### src/rtl/if_stage.sv
// Instruction-fetch stage: owns the fetch PC, drives the req/addr_ok/data_ok
// instruction SRAM port, applies static branch prediction, feeds decode.
module if_stage #(
  parameter logic [31:0] RESET_PC = 32'h1C00_0000
) (
  input  logic        clk,
  input  logic        rst,
  input  logic        ID_allowin,
  input  logic        flush,
  input  logic [31:0] pc_real,
  output logic        inst_sram_req,
  output logic [31:0] inst_sram_addr,
  input  logic        inst_sram_addr_ok,
  input  logic        inst_sram_data_ok,
  input  logic [31:0] inst_sram_rdata,
  output logic        IF_to_ID_valid,
  output logic [64:0] IF_to_ID_zip
);

  typedef enum logic [1:0] {
    S_REQ  = 2'd0,
    S_WAIT = 2'd1,
    S_IDLE = 2'd2
  } state_t;

  state_t      r_state;
  logic        r_run;
  logic        r_drop;
  logic        r_valid;
  logic [31:0] r_pc;
  logic [64:0] r_zip;

  logic        w_slot_free;
  logic        w_acc;
  logic        w_take;
  logic        w_pred;
  logic [5:0]  w_op;
  logic [31:0] w_off26;
  logic [31:0] w_off16;
  logic [31:0] w_next;

  // A request may only go out when the slot is empty or draining this cycle,
  // so returning data always finds a free slot.
  assign w_slot_free    = ~r_valid | ID_allowin;
  assign inst_sram_req  = r_run & (r_state != S_WAIT) & w_slot_free;
  assign inst_sram_addr = {r_pc[31:2], 2'b00};
  assign w_acc          = inst_sram_req & inst_sram_addr_ok;
  assign w_take         = (r_state == S_WAIT) & inst_sram_data_ok & ~r_drop & ~flush;

  assign w_op    = inst_sram_rdata[31:26];
  assign w_off26 = {{4{inst_sram_rdata[9]}}, inst_sram_rdata[9:0],
                    inst_sram_rdata[25:10], 2'b00};
  assign w_off16 = {{14{inst_sram_rdata[25]}}, inst_sram_rdata[25:10], 2'b00};

  // b/bl always taken; conditional branches taken only when pointing backward
  always_comb begin
    w_pred = 1'b0;
    w_next = r_pc + 32'd4;
    if (w_op == 6'h14 || w_op == 6'h15) begin
      w_pred = 1'b1;
      w_next = r_pc + w_off26;
    end else if (w_op >= 6'h16 && w_op <= 6'h1B) begin
      w_pred = inst_sram_rdata[25];
      if (inst_sram_rdata[25]) w_next = r_pc + w_off16;
    end
  end

  always_ff @(posedge clk or posedge rst) begin
    if (rst) begin
      r_state <= S_REQ;
      r_run   <= 1'b0;
      r_drop  <= 1'b0;
      r_pc    <= RESET_PC;
    end else begin
      r_run <= 1'b1;
      if (flush) begin
        r_pc <= pc_real;
        if (r_state == S_WAIT) begin
          if (inst_sram_data_ok) begin
            r_state <= S_REQ;
            r_drop  <= 1'b0;
          end else begin
            r_drop  <= 1'b1;
          end
        end else if (w_acc) begin
          r_state <= S_WAIT;
          r_drop  <= 1'b1;
        end else begin
          r_state <= S_REQ;
          r_drop  <= 1'b0;
        end
      end else begin
        case (r_state)
          S_REQ: if (w_acc) r_state <= S_WAIT;
          S_WAIT: begin
            if (inst_sram_data_ok) begin
              r_drop <= 1'b0;
              if (r_drop) begin
                r_state <= S_REQ;
              end else begin
                r_pc    <= w_next;
                r_state <= ID_allowin ? S_REQ : S_IDLE;
              end
            end
          end
          S_IDLE: begin
            if (w_acc)           r_state <= S_WAIT;
            else if (ID_allowin) r_state <= S_REQ;
          end
          default: r_state <= S_REQ;
        endcase
      end
    end
  end

  always_ff @(posedge clk or posedge rst) begin
    if (rst) begin
      r_valid <= 1'b0;
      r_zip   <= '0;
    end else if (flush) begin
      r_valid <= 1'b0;
    end else if (w_take) begin
      r_valid <= 1'b1;
      r_zip   <= {w_pred, inst_sram_rdata, r_pc};
    end else if (ID_allowin) begin
      r_valid <= 1'b0;
    end
  end

  assign IF_to_ID_valid = r_valid;
  assign IF_to_ID_zip   = r_zip;

endmodule
### config.mk
export PLATFORM = sky130hd
export DESIGN_NAME = if_stage
export DESIGN_NICKNAME = d
export VERILOG_FILES = /design/src/rtl/if_stage.sv
export SDC_FILE = /design/constraint.sdc
export NUM_CORES = 1
export LEC_CHECK = 0
export CAP_MARGIN = 15
export CORE_MARGIN = 5
export CORE_UTILIZATION = 56
export CTS_CLUSTER_SIZE = 40
export DETAILED_ROUTE_END_ITERATION = 8
export HOLD_SLACK_MARGIN = 0.03
export PLACE_DENSITY_LB_ADDON = 0.1
export SETUP_SLACK_MARGIN = 0.2
export SLEW_MARGIN = 10
export SYNTH_ARGS = -nofsm -noshare
export SYNTH_HDL_FRONTEND = slang
export SYNTH_SLANG_ARGS = --single-unit
export TNS_END_PERCENT = 10
### constraint.sdc
create_clock -name clk -period 4.7 [get_ports clk]
set_input_delay 0.47 -clock clk [delete_from_list [all_inputs] [get_ports clk]]
set_output_delay 0.47 -clock clk [all_outputs]
set_load 0.1 [all_outputs]
==> flow_summary.json <==
{
  "cts_tree": "built",
  "ys_seq_area_share_pct": 33.7,
  "yosys-top-cells-area": "dfrtp_1 (33%), nand2_1 (13%), ha_1 (7.1%)",
  "synth_seq_cells": 102,
  "die_h_um": 126,
  "r2r_slack_ns": 1.25,
  "wl_per_cell_um": 18.9,
  "nFillCells": 1125,
  "core_mm2": 0.0132,
  "route.detailed.drc": 0,
  "dr.pass1.iters": 6,
  "muxShareOfSynthArea_pct": 1.35,
  "cp.arrival_ns": 3.81,
  "max_freq_mhz": 281,
  "synth_edf_count": 0,
  "vias": 7705,
  "clk_pin_slew_ns": 0.08,
  "skew_ns": 0.00857,
  "clock_latency_ns": 0.36,
  "async_flop_share_pct": 100,
  "synth_xor_area_share_pct": 4.28,
  "final_nets": 1189,
  "cts_buffers": 9,
  "post_cts_buffers": 0,
  "dp_cells": 1240,
  "yosysWarnings": 0,
  "max-slew-margin-rel_pct": 31.7,
  "drive_gt1_share_pct": 5.74,
  "fin_crit_ns": 3.56,
  "yosysMostFrequentCell": "nand2_1",
  "r2r_start": "r_pc[2]",
  "final_hold_viol_count": 0,
  "hold_path_class": "register to register",
  "start_kind": "primary input",
  "dieArea_mm2": 0.0160,
  "clock_sinks": 102,
  "r2r_cells": 10,
  "grt-ovfl-total": 0,
  "antenna_cells": 0,
  "worstHoldPathCells": 2,
  "crit_type": "primary input to register",
  "cts_resized": 0,
  "synth_fa_ha_area_share_pct": 7.36,
  "setup_tns_ns": 0,
  "end_kind": "register",
  "hold_ws_ns": 0.477,
  "outcome": "completed",
  "num_rows": 42,
  "die_x_um": 126,
  "grtUsageTotal_pct": 29.0,
  "routed_wl_mm": 23.7,
  "power_mw": 5.77,
  "globalplace.congestion": 0.985,
  "synth_ff_type": "dfrtp_1",
  "path_max_fanout": 6,
  "synth_common_cells": "nand2_1 (254), dfrtp_1 (99), a21oi_1 (65)",
  "netlist.area_leader.share_pct": 32.7,
  "whs_endpoint": "IF_to_ID_zip[1]",
  "drtIter0Drc": 730,
  "grt_pass1_vias": 6951,
  "ctsHoldBuffers": 0,
  "power_density_mw_per_mm2": 610,
  "clock_path_buffers": 2,
  "grt_setup_unrepaired": "no",
  "critPathRequiredTime_ns": 4.95,
  "drv_slew": 0,
  "io_buffers": 166,
  "finalCritPeriodShare_pct": 75.7,
  "synth_top_family_by_area": "simple AND/OR/NAND/NOR gates",
  "antenna_found_initial": 0,
  "viasPerCell": 6.13,
  "cts_root_buf": "clkbuf_16",
  "worst_pin_slew_ns": 1.02,
  "hp-start": "IF_to_ID_zip[1]",
  "leakagePower_nw": 4.21,
  "vdd_drop_max_mv": 0.407,
  "syn-instance-count": 965,
  "syn2layout_area_growth_pct": 24.8,
  "yosys.area_share.simple_pct": 26.7,
  "antenna_left": 0,
  "io_pins": 169,
  "syn_area_mm2": 0.00758,
  "dp.final_hpwl_mm": 17.2,
  "avgSynthCellArea_um2": 7.85,
  "multi_input_area_mm2": 0.00454,
  "grt_start_max_net_pins": 68,
  "final_util_pct": 71.4,
  "grt_pass1_wl_mm": 37.4,
  "final_cells": 1256,
  "r2r-end": "r_pc[30]",
  "initial_utilization_pct": 57.2,
  "htreeDepth": 3,
  "register_area_mm2": 0.00256,
  "yosysTopAreaCell": "dfrtp_1",
  "setup_viol": 0,
  "cap_violations": 0,
  "synth_cell_type_count": 77,
  "synth_compound_area_share_pct": 19.9
}
[metal layers]
layer / GRT usage [%] / vias up / routed length, um
li1: - / 3626 / -
met3: 5.93 / 46 / 2410
met5: 0 / - / 0
met2: 42.8 / 414 / 10300
met4: 10.4 / 0 / 645
met1: 42.5 / 3619 / 10300
[stage by stage]
stage / area [um2] / setup WS (ns)
floorplan: 7580 / 1.56
global placement: 9140 / 0.906
detailed placement: 9140 / 0.844
CTS: 9460 / 1.22
global route: 9460 / 1.03
finish: 9460 / 1.14
[where the power goes]
part           switching, mW  internal [mW]  leakage, nW
Clock                  0.399          0.382        0.151
Combinational           2.76          0.846         2.79
Sequential             0.221           1.16         1.27
Total                   3.38           2.38         4.21
[cells by family (layout without fill, tap and decap cells)]
family,count (synthesis),in the layout
AOI/OAI and AO/OA,229,229
xor gates and xnor gates,37,37
adders and majority gates,44,44
buffers and inverters,98,212
DFF,102,102
muxes,10,10
other,2,3
and+or+nand+nor,443,443
[layout by cell type, fill, tap and decap left out, drive strengths merged, types with 21 or more instances in the layout]
master         netlist  routed
o21ai               54      54
dfrtp               99      99
nor3                22      22
nand2              254     254
nand3               26      26
nor2                59      59
xnor2               21      21
a21oi               66      66
clkdlybuf4s50        0     165
ha                  43      43
[worst max-delay path, stage by stage]
cell	delay, ns
clkdlybuf4s50_1	0.52
ha_1	0.28
fa_1	0.45
a211oi_2	0.30
o21ai_1	0.13
a221oi_2	0.47
o31ai_2	0.25
a41o_1	0.35
a41oi_2	0.25
mux2i_1	0.23
o22ai_1	0.10
[sequential cells by signal (all words and copies together) (netlist names)]
signal / count
IF_to_ID_zip: 65
r_state: 2
r_pc: 32
IF_to_ID_valid: 1
r_run: 1
r_drop: 1
[worst max path at each step]
stage          slack (ns)                 from             end
2_1_floorplan        1.56                  rst  IF_to_ID_valid
3_3_place_gp         0.91  inst_sram_rdata[25]        r_pc[29]
5_1_grt              1.03  inst_sram_rdata[10]        r_pc[30]
3_5_place_dp         0.84  inst_sram_rdata[10]        r_pc[30]
4_1_cts              1.22  inst_sram_rdata[10]        r_pc[30]
6_report             1.14  inst_sram_rdata[10]        r_pc[30]
[cell type report]
type                    instances  share of cell area (%)
multi-input cells             766                    48.0
flip-flops and latches        102                    27.0
repair buffers                179                    18.6
clock buffers                   9                    2.38
well taps                     176                    2.33
clock inverters                 7                   0.966
inverters                      17                   0.701
(Power assumes the default switching activity.)
